===== src/rtl/arb8way16_pkg.sv =====
// Shared types, sizes and the round-robin search used by the arb8way16 arbiter.
package arb8way16_pkg;

   localparam int NUM_PORTS = 8;
   localparam int DATA_W    = 16;
   localparam int SEL_W     = 3;

   typedef enum logic {
      IDLE  = 1'b0,
      GRANT = 1'b1
   } state_t;

   typedef struct packed {
      logic             found;
      logic [SEL_W-1:0] idx;
   } rr_pick_t;

   // First set request bit strictly after ptr, wrapping; ptr itself is checked last.
   function automatic rr_pick_t rr_next(input logic [SEL_W-1:0]     ptr,
                                        input logic [NUM_PORTS-1:0] req);
      rr_pick_t         pick;
      logic [SEL_W-1:0] cand;
      pick = '0;
      for (int k = 1; k <= NUM_PORTS; k++) begin
         cand = ptr + SEL_W'(k);
         if (!pick.found && req[cand]) begin
            pick.found = 1'b1;
            pick.idx   = cand;
         end
      end
      return pick;
   endfunction

endpackage


===== src/rtl/arb8way16_mux.sv =====
// Existing combinational 8-input, 16-bit multiplexer (module mux8way16).
module mux8way16
   import arb8way16_pkg::*;
(
   input  logic [DATA_W-1:0] i_a,
   input  logic [DATA_W-1:0] i_b,
   input  logic [DATA_W-1:0] i_c,
   input  logic [DATA_W-1:0] i_d,
   input  logic [DATA_W-1:0] i_e,
   input  logic [DATA_W-1:0] i_f,
   input  logic [DATA_W-1:0] i_g,
   input  logic [DATA_W-1:0] i_h,
   input  logic [SEL_W-1:0]  i_sel,
   output logic [DATA_W-1:0] o_y
);

   always_comb begin
      o_y = '0;
      case (i_sel)
         3'd0:    o_y = i_a;
         3'd1:    o_y = i_b;
         3'd2:    o_y = i_c;
         3'd3:    o_y = i_d;
         3'd4:    o_y = i_e;
         3'd5:    o_y = i_f;
         3'd6:    o_y = i_g;
         3'd7:    o_y = i_h;
         default: o_y = '0;
      endcase
   end

endmodule


===== src/rtl/arb8way16.sv =====
// Round-robin 8-way burst arbiter onto one 16-bit valid/ready channel.
// Optional per-grant beat limit is built when ARB8WAY16_BURST_LIMIT_EN is defined.
//
// state | meaning
// IDLE  | no grant; search for next requester after ptr
// GRANT | port sel owns the channel until last, req drop or beat limit
module arb8way16
   import arb8way16_pkg::*;
#(
   parameter int MAX_BEATS = 16
)(
   input  logic                 i_clk,
   input  logic                 i_rst_n,
   input  logic [NUM_PORTS-1:0] i_req,
   input  logic [NUM_PORTS-1:0] i_last,
   input  logic [DATA_W-1:0]    i_a,
   input  logic [DATA_W-1:0]    i_b,
   input  logic [DATA_W-1:0]    i_c,
   input  logic [DATA_W-1:0]    i_d,
   input  logic [DATA_W-1:0]    i_e,
   input  logic [DATA_W-1:0]    i_f,
   input  logic [DATA_W-1:0]    i_g,
   input  logic [DATA_W-1:0]    i_h,
   input  logic                 i_out_ready,
   output logic                 o_out_valid,
   output logic [DATA_W-1:0]    o_out_data,
   output logic [NUM_PORTS-1:0] o_gnt,
   output logic [SEL_W-1:0]     o_sel,
   output logic                 o_busy,
   output logic                 o_cut
);

   state_t               r_state, w_state_nxt;
   logic [SEL_W-1:0]     r_ptr, w_ptr_nxt;
   logic [SEL_W-1:0]     r_sel, w_sel_nxt;
   logic [NUM_PORTS-1:0] r_gnt, w_gnt_nxt;
   logic                 r_cut, w_cut_nxt;
   logic                 w_load;
   logic                 w_beat;
   logic                 w_sel_req;
   logic                 w_sel_last;
   logic                 w_limit_hit;
   rr_pick_t             w_pick;

   assign w_pick      = rr_next(r_ptr, i_req);
   assign w_sel_req   = i_req[r_sel];
   assign w_sel_last  = i_last[r_sel];
   assign o_out_valid = (r_state == GRANT) && w_sel_req;
   assign w_beat      = o_out_valid && i_out_ready;
   assign w_load      = (r_state == IDLE) && w_pick.found;

   mux8way16 u_mux (
      .i_a   (i_a),
      .i_b   (i_b),
      .i_c   (i_c),
      .i_d   (i_d),
      .i_e   (i_e),
      .i_f   (i_f),
      .i_g   (i_g),
      .i_h   (i_h),
      .i_sel (r_sel),
      .o_y   (o_out_data)
   );

`ifdef ARB8WAY16_BURST_LIMIT_EN
   logic [7:0] r_beat_cnt, w_beat_cnt_nxt;

   // 9-bit compare so MAX_BEATS = 256 is reachable from an 8-bit count.
   assign w_limit_hit = w_beat && (({1'b0, r_beat_cnt} + 9'd1) == 9'(MAX_BEATS));

   always_comb begin
      w_beat_cnt_nxt = r_beat_cnt;
      if (w_load) begin
         w_beat_cnt_nxt = '0;
      end else if (w_beat) begin
         w_beat_cnt_nxt = r_beat_cnt + 8'd1;
      end
   end

   always_ff @(posedge i_clk or negedge i_rst_n) begin
      if (!i_rst_n) begin
         r_beat_cnt <= '0;
      end else begin
         r_beat_cnt <= w_beat_cnt_nxt;
      end
   end
`else
   logic w_unused_max_beats;

   assign w_limit_hit        = 1'b0;
   assign w_unused_max_beats = ^9'(MAX_BEATS);
`endif

   always_comb begin
      w_state_nxt = r_state;
      w_ptr_nxt   = r_ptr;
      w_sel_nxt   = r_sel;
      w_gnt_nxt   = r_gnt;
      w_cut_nxt   = 1'b0;
      case (r_state)
         IDLE: begin
            if (w_pick.found) begin
               w_state_nxt = GRANT;
               w_sel_nxt   = w_pick.idx;
               w_gnt_nxt   = {{(NUM_PORTS-1){1'b0}}, 1'b1} << w_pick.idx;
            end
         end
         GRANT: begin
            if (!w_sel_req || (w_beat && w_sel_last) || w_limit_hit) begin
               w_state_nxt = IDLE;
               w_ptr_nxt   = r_sel;
               w_gnt_nxt   = '0;
               // last wins over a coincident limit hit, so no cut then
               w_cut_nxt   = w_limit_hit && !w_sel_last;
            end
         end
         default: begin
            w_state_nxt = IDLE;
            w_gnt_nxt   = '0;
         end
      endcase
   end

   always_ff @(posedge i_clk or negedge i_rst_n) begin
      if (!i_rst_n) begin
         r_state <= IDLE;
         r_ptr   <= 3'd7;
         r_sel   <= '0;
         r_gnt   <= '0;
         r_cut   <= 1'b0;
      end else begin
         r_state <= w_state_nxt;
         r_ptr   <= w_ptr_nxt;
         r_sel   <= w_sel_nxt;
         r_gnt   <= w_gnt_nxt;
         r_cut   <= w_cut_nxt;
      end
   end

   assign o_gnt  = r_gnt;
   assign o_sel  = r_sel;
   assign o_busy = (r_state == GRANT);
   assign o_cut  = r_cut;

endmodule


===== config.mk =====
export PLATFORM = sky130hd
export DESIGN_NAME = arb8way16
export DESIGN_NICKNAME = d
export VERILOG_FILES = /design/src/rtl/arb8way16_pkg.sv /design/src/rtl/arb8way16_mux.sv /design/src/rtl/arb8way16.sv
export SDC_FILE = /design/constraint.sdc
export NUM_CORES = 1
export LEC_CHECK = 0
export BUFFER_PORTS_ARGS = -buffer_cell sky130_fd_sc_hd__buf_2
export CORE_UTILIZATION = 44
export DETAILED_ROUTE_END_ITERATION = 8
export PLACE_DENSITY = 0.82
export SLEW_MARGIN = 20
export SYNTH_ARGS = -nofsm -noshare
export SYNTH_HDL_FRONTEND = slang
export SYNTH_HIERARCHICAL = 1
export SYNTH_SLANG_ARGS = --single-unit

===== constraint.sdc =====
create_clock -name i_clk -period 5.35 [get_ports i_clk]
set_input_delay 0.8025 -clock i_clk [delete_from_list [all_inputs] [get_ports i_clk]]
set_output_delay 0.8025 -clock i_clk [all_outputs]
set_load 0.005 [all_outputs]

==> results of run 1 <==
[placed cells by master, fill, tap and decap left out, types with 3 or more instances in the layout]
| master | instances |
|---|---|
| a21o_1 | 4 |
| a21oi_1 | 18 |
| a221oi_1 | 3 |
| a22o_1 | 8 |
| a22oi_1 | 23 |
| a31oi_1 | 14 |
| a32o_1 | 4 |
| and2_1 | 3 |
| buf_2 | 175 |
| buf_4 | 3 |
| clkbuf_8 | 3 |
| dfrtp_1 | 11 |
| dfstp_2 | 3 |
| inv_1 | 7 |
| mux2_2 | 13 |
| mux2i_1 | 24 |
| mux4_2 | 15 |
| nand2_1 | 26 |
| nand2b_1 | 18 |
| nand3_1 | 12 |
| nor2_1 | 29 |
| nor2b_1 | 5 |
| nor3_1 | 8 |
| o211ai_1 | 3 |
| o21ai_0 | 18 |
| o22ai_1 | 4 |
[stage by stage]
| stage | power, uW | utilization (%) | instance area (um2) | hold slack [ps] | setup WS [ps] |
|---|---|---|---|---|---|
| 6_report | 2450 | 60.7 | 3680 | 446 | 882 |
| 5_1_grt | 2650 | 60.7 | 3680 | 474 | 601 |
| 4_1_cts | 2420 | 60.7 | 3680 | 456 | 922 |
| 3_5_place_dp | 2320 | 59.9 | 3630 | 494 | 939 |
| 3_3_place_gp | 2260 | 59.9 | 3630 | 491 | 1060 |
| 2_1_floorplan | 1840 | - | 2820 | 489 | 1120 |
[Yosys cell counts, drive strengths merged, types with 8 or more instances]
cell / count
mux2: 14
nand2b: 18
a22o: 8
mux2i: 26
buf: 22
mux4: 15
nor3: 8
o21ai: 18
a22oi: 23
nand2: 26
a21oi: 18
a31oi: 14
nor2: 30
dfrtp: 12
nand3: 12
[layer usage]
| metal | vias up | track usage, % |
|---|---|---|
| li1 | 1623 | - |
| met1 | 1608 | 35.6 |
| met2 | 200 | 48.3 |
| met3 | 12 | 4.40 |
| met4 | 0 | 2.98 |
| met5 | - | 0 |
[cell families (layout without fill, tap and decap cells)]
kind of cell / count (synthesis) / after routing
compound gates: 113 / 113
xor+xnor: 4 / 4
fa+ha+maj: 2 / 2
buf+inv: 35 / 189
flops: 15 / 15
mux: 55 / 55
other cells: 1 / 1
simple gates: 117 / 117
[power by group]
part           internal [uW]  switching (uW)  total [uW]
sequential               167             155         322
combinational            931            1100        2030
clock                   51.4            38.6        90.0
total                   1150            1300        2450
[cell type report]
type	instances	area share, %
Tap cell	75	2.55
Clock inverter	1	0.136
Timing Repair Buffer	178	24.4
Clock buffer	3	1.12
Sequential cell	15	10.3
Multi-Input combinational cell	292	60.7
Inverter	7	0.714
[sequential cells by signal, indices dropped and copies added, names as in the netlist]
signal	count
r_ptr	3
o_gnt	8
o_sel	3
o_busy	1
[worst max-delay path by stage]
| stage | to |
|---|---|
| 2_1_floorplan | o_gnt[6]$_DFFE_PN0P_ |
| 3_3_place_gp | o_gnt[6]$_DFFE_PN0P_ |
| 3_5_place_dp | o_gnt[7]$_DFFE_PN0P_ |
| 4_1_cts | o_gnt[4]$_DFFE_PN0P_ |
| 5_1_grt | o_gnt[4]$_DFFE_PN0P_ |
| 6_report | o_gnt[4]$_DFFE_PN0P_ |
==> flow_summary.toml, run 1 <==
[outcome]
status = "finished, final reports clean"

[detailed_routing]
drc = 0
drt-initial-drc-count = 191
wl_met1_mm = 3.86
drt-total-wl_mm = 10.1
highest_layer = "met4"
ant_nets = 0
wl_met3_um = 968
via_count = 3443
drtPass1Iterations = 6
drt-vias-per-instance = 6.03
routedWlPerCell_um = 17.6
wl_met2_mm = 5.14

[clock_tree]
cts_buffers = 3
clkLatencyLatePin_ps = 240
cts_root_buffer = "clkbuf_8"
cts-resized-gates = 0
htreeDepth = 1
clock_sinks = 15
clk_pin_slew_ps = 60
hold_buffers = 0
cts_tree = "built"
cts_max_path_buffers = 2
postCtsSetupBuffers = 0

[worst_setup_path]
cp_data_arrival_time_ps = 4640
critPathMaxStageDelay_ps = 850
cp.buffers_inverters = 1
r2r_setup_slack_ps = 880
r2r_cells = 10
slowest_stage = "dfstp_2"
critPathKind = "flip-flop to flip-flop"
cp.required_ps = 5520
r2r-start = "r_ptr[0]$_DFFE_PN1P_"
worstSetupStartpoint = "r_ptr[0]$_DFFE_PN1P_"
cpLargestDelayFamily = "simple AND/OR/NAND/NOR gates"
critical_path.max_fanout = 22
end_kind = "flip-flop"
crit_chain = "inv_1 -> ha_1 -> mux4_2 -> mux2i_2 -> nand2_1 -> or3_4 -> or3_1 -> and4b_1 -> a211oi_2 -> a32o_1"
reg2reg_to = "o_gnt[4]$_DFFE_PN0P_"
crit_cells = 10
startpoint_type = "flip-flop"

[synthesis]
synthSimpleGateAreaFrac_pct = 21.4
ys_types = 59
synth_area_per_cell_um2 = 8.25
yosysTopAreaCellShare_pct = 12.0
synthAdderAreaFrac_pct = 0.887
synth.yosys.seq_area_share_pct = 13.4
muxShareOfSynthArea_pct = 27.3
synthTopCellsByArea = "mux4_2, dfrtp_1, mux2i_1"
synth_xor_area_share_pct = 1.51
synth-main-ff-cell = "dfrtp_1"
synth-compound-area-share_pct = 27.9
synth_seq_cells = 15
synth_top_family_by_area = "compound AO/OA/AOI/OAI gates"
synth-async-reset-ratio_pct = 100
synthCells = 342
yosys_warnings = 6
syn-cell-area_um2 = 2820
synth_nets = 491
synth_edf_count = 0
synth_top_area_cell = "mux4_2"

[place]
finalWeightedCongestion = 0.904
dp_hpwl_mm = 7.89
port_buffers = 175
dp.cells = 567

[cells_and_area]
drive_gt1_share_pct = 45.4
finalNetCount = 646
seqCellArea_um2 = 380
multi_input_area_um2 = 2230
final_cells = 571
area_delta_synth_final_pct = 30.3
fillCellCount = 550
num_antenna_cells = 0

[grt]
grt_max_degree = 54
antenna_found_initial = 0
grt_first_pass_wirelength_mm = 14.2
grt-ovfl-total = 0
grt_usage_pct = 27.2
grt_pass1_vias = 2923

[power_and_ir_drop]
ir_worst_vdd_v = 0.000485
powerDensity_nw_per_um2 = 665
power_leakage_uw = 0.00180

[die]
die_y_um = 82.1
start_util_pct = 46.6
die_area_um2 = 6740
ios = 177
core_region_area_um2 = 6060
fp.dieW_um = 82.1
row_count = 28

[sta]
fin_crit_sh_pct = 83.5
rsz0062_at_grt = "false"
slew_headroom_pct = 27.7
setup_viol = 0
max_clock_freq_ghz = 0.224
finalClockSkew_ps = 4.33
hold_viol = 0
tightestPinTransition_ps = 1090
report.final.slew_viol_count = 0
fin_setup_tns_ps = 0
min_period_ps = 4470

[min_path]
hold_class = "primary input to asynchronous set/reset pin"

[run]
maxCapViolCount = 0
No activity file was read; power rests on OpenSTA's default activity.
==> run 2: changes to the inputs <==
==> constraint.sdc (replaced) <==
create_clock -name i_clk -period 4.35 [get_ports i_clk]
set_input_delay 0.6525 -clock i_clk [delete_from_list [all_inputs] [get_ports i_clk]]
set_output_delay 0.6525 -clock i_clk [all_outputs]
set_load 0.005 [all_outputs]
==> flow_summary.toml, run 2 (same netlist as run 1, synthesis figures left out) <==
[cells_and_area]
num_antenna_cells = 0
finalNetCount = 650
final_cell_mix = "buf_2, nor2_1, nand2_1"
seqCellArea_um2 = 380
largest_reg_flops = 8
area_delta_synth_final_pct = 31.4
multi_input_area_um2 = 2230
drive_gt1_share_pct = 45.8
fillCellCount = 527
final_common_cell = "buf_2"

[sta]
rsz0062_at_grt = "false"
fin_setup_tns_ps = 0
setup_viol = 0
finalClockSkew_ps = 1.01
tightestPinTransition_ps = 991
fin_crit_sh_pct = 89.0
min_period_ps = 3870
report.final.slew_viol_count = 0
slew_headroom_pct = 33.7
max_clock_freq_ghz = 0.258
hold_viol = 0

[worst_setup_path]
slowest_stage = "ha_1"
reg2reg_to = "o_gnt[4]$_DFFE_PN0P_"
worstSetupStartpoint = "r_ptr[0]$_DFFE_PN1P_"
cp.required_ps = 4530
r2r_setup_slack_ps = 480
r2r-start = "r_ptr[0]$_DFFE_PN1P_"
crit_chain = "inv_1 -> ha_1 -> mux2i_1 -> mux2_2 -> a221oi_2 -> o31ai_1 -> a211oi_1 -> a31oi_1 -> a211oi_2 -> a32o_1"
cp_data_arrival_time_ps = 4050
r2r_cells = 10
startpoint_type = "flip-flop"
critical_path.max_fanout = 16
end_kind = "flip-flop"
critPathKind = "flip-flop to flip-flop"
critPathMaxStageDelay_ps = 640

[detailed_routing]
drc = 0
via_count = 3452
drt-initial-drc-count = 182
drt-vias-per-instance = 6.00
ant_nets = 0
drt-total-wl_mm = 9.96
routedWlPerCell_um = 17.3
drtPass1Iterations = 5

[clock_tree]
clock_sinks = 15
postCtsSetupBuffers = 0
htreeDepth = 1
cts_root_buffer = "clkbuf_8"
hold_buffers = 0
cts_tree = "built"
cts_buffers = 3
cts_max_path_buffers = 2
cts-resized-gates = 0
clk_pin_slew_ps = 60
clkLatencyLatePin_ps = 250

[grt]
antenna_found_initial = 0
grt_pass1_vias = 3003
grt_max_degree = 38
grt-ovfl-total = 0
grt_usage_pct = 27.2
grt_first_pass_wirelength_mm = 14.2

[die]
fp.dieW_um = 82.1
die_y_um = 82.1
ios = 177
core_region_area_um2 = 6060
start_util_pct = 46.6
row_count = 28
die_area_um2 = 6740

[outcome]
status = "finished, final reports clean"

[min_path]
hold_class = "primary input to asynchronous set/reset pin"

[power_and_ir_drop]
power_uw = 3040
ir_worst_vdd_v = 0.000553
power_leakage_uw = 0.00182
powerDensity_nw_per_um2 = 820

[place]
finalWeightedCongestion = 0.943
port_buffers = 175
dp_hpwl_mm = 7.91

[run]
maxCapViolCount = 0
-- run 2: cell count changes in the layout (fill, tap and decap cells not counted) --
| cell | before | now |
|---|---|---|
| buf_4 | 3 | 7 |
-- run 2: worst max-delay path by stage --
| stage | endpoint | cells past startpoint |
|---|---|---|
| finish | o_gnt[4]$_DFFE_PN0P_ | 10 |
| global route | o_gnt[5]$_DFFE_PN0P_ | 10 |
| CTS | o_gnt[4]$_DFFE_PN0P_ | 11 |
| detailed placement | o_gnt[5]$_DFFE_PN0P_ | 11 |
| global placement | o_gnt[7]$_DFFE_PN0P_ | 11 |
| floorplan | o_gnt[6]$_DFFE_PN0P_ | 13 |
-- run 2: area by class of cell --
type	instances	area share, %
repair buffers	182	25.0
inverters	7	0.709
clock inverters	1	0.135
clock buffers	3	1.11
flip-flops and latches	15	10.3
well taps	75	2.53
multi-input cells	292	60.2
-- run 2: metrics by stage --
stage                     worst slack (ps)  utilization [%]  instance area [um2]  std cells  hold WS, ps
after floorplan                        117                -                 2820        342          357
after global placement                 644             60.4                 3660        571          494
after detailed placement               525             60.4                 3660        571          480
after CTS                              520             61.2                 3710        575          307
after global routing                   192             61.2                 3710        575          328
final                                  479             61.2                 3710        575          307
-- run 2: worst max-delay path, delay by kind of cell, from the launching register on --
family | cells | cell delay, ps
compound gates | 6 | 2010
fa+ha+maj | 1 | 640
flops | 1 | 540
mux | 2 | 530
buf+inv | 1 | 80
-- run 2: per-layer routing --
layer / vias up / global-route usage [%] / routed length [um]
met5: - / 0 / 0
met4: 0 / 3.68 / 111
li1: 1637 / - / -
met2: 200 / 50.7 / 5050
met3: 12 / 3.85 / 889
met1: 1603 / 33.7 / 3910
-- run 2: where the power goes --
| part | switching [uW] | internal, uW |
|---|---|---|
| sequential | 112 | 205 |
| combinational | 1440 | 1170 |
| clock | 48.1 | 63.4 |
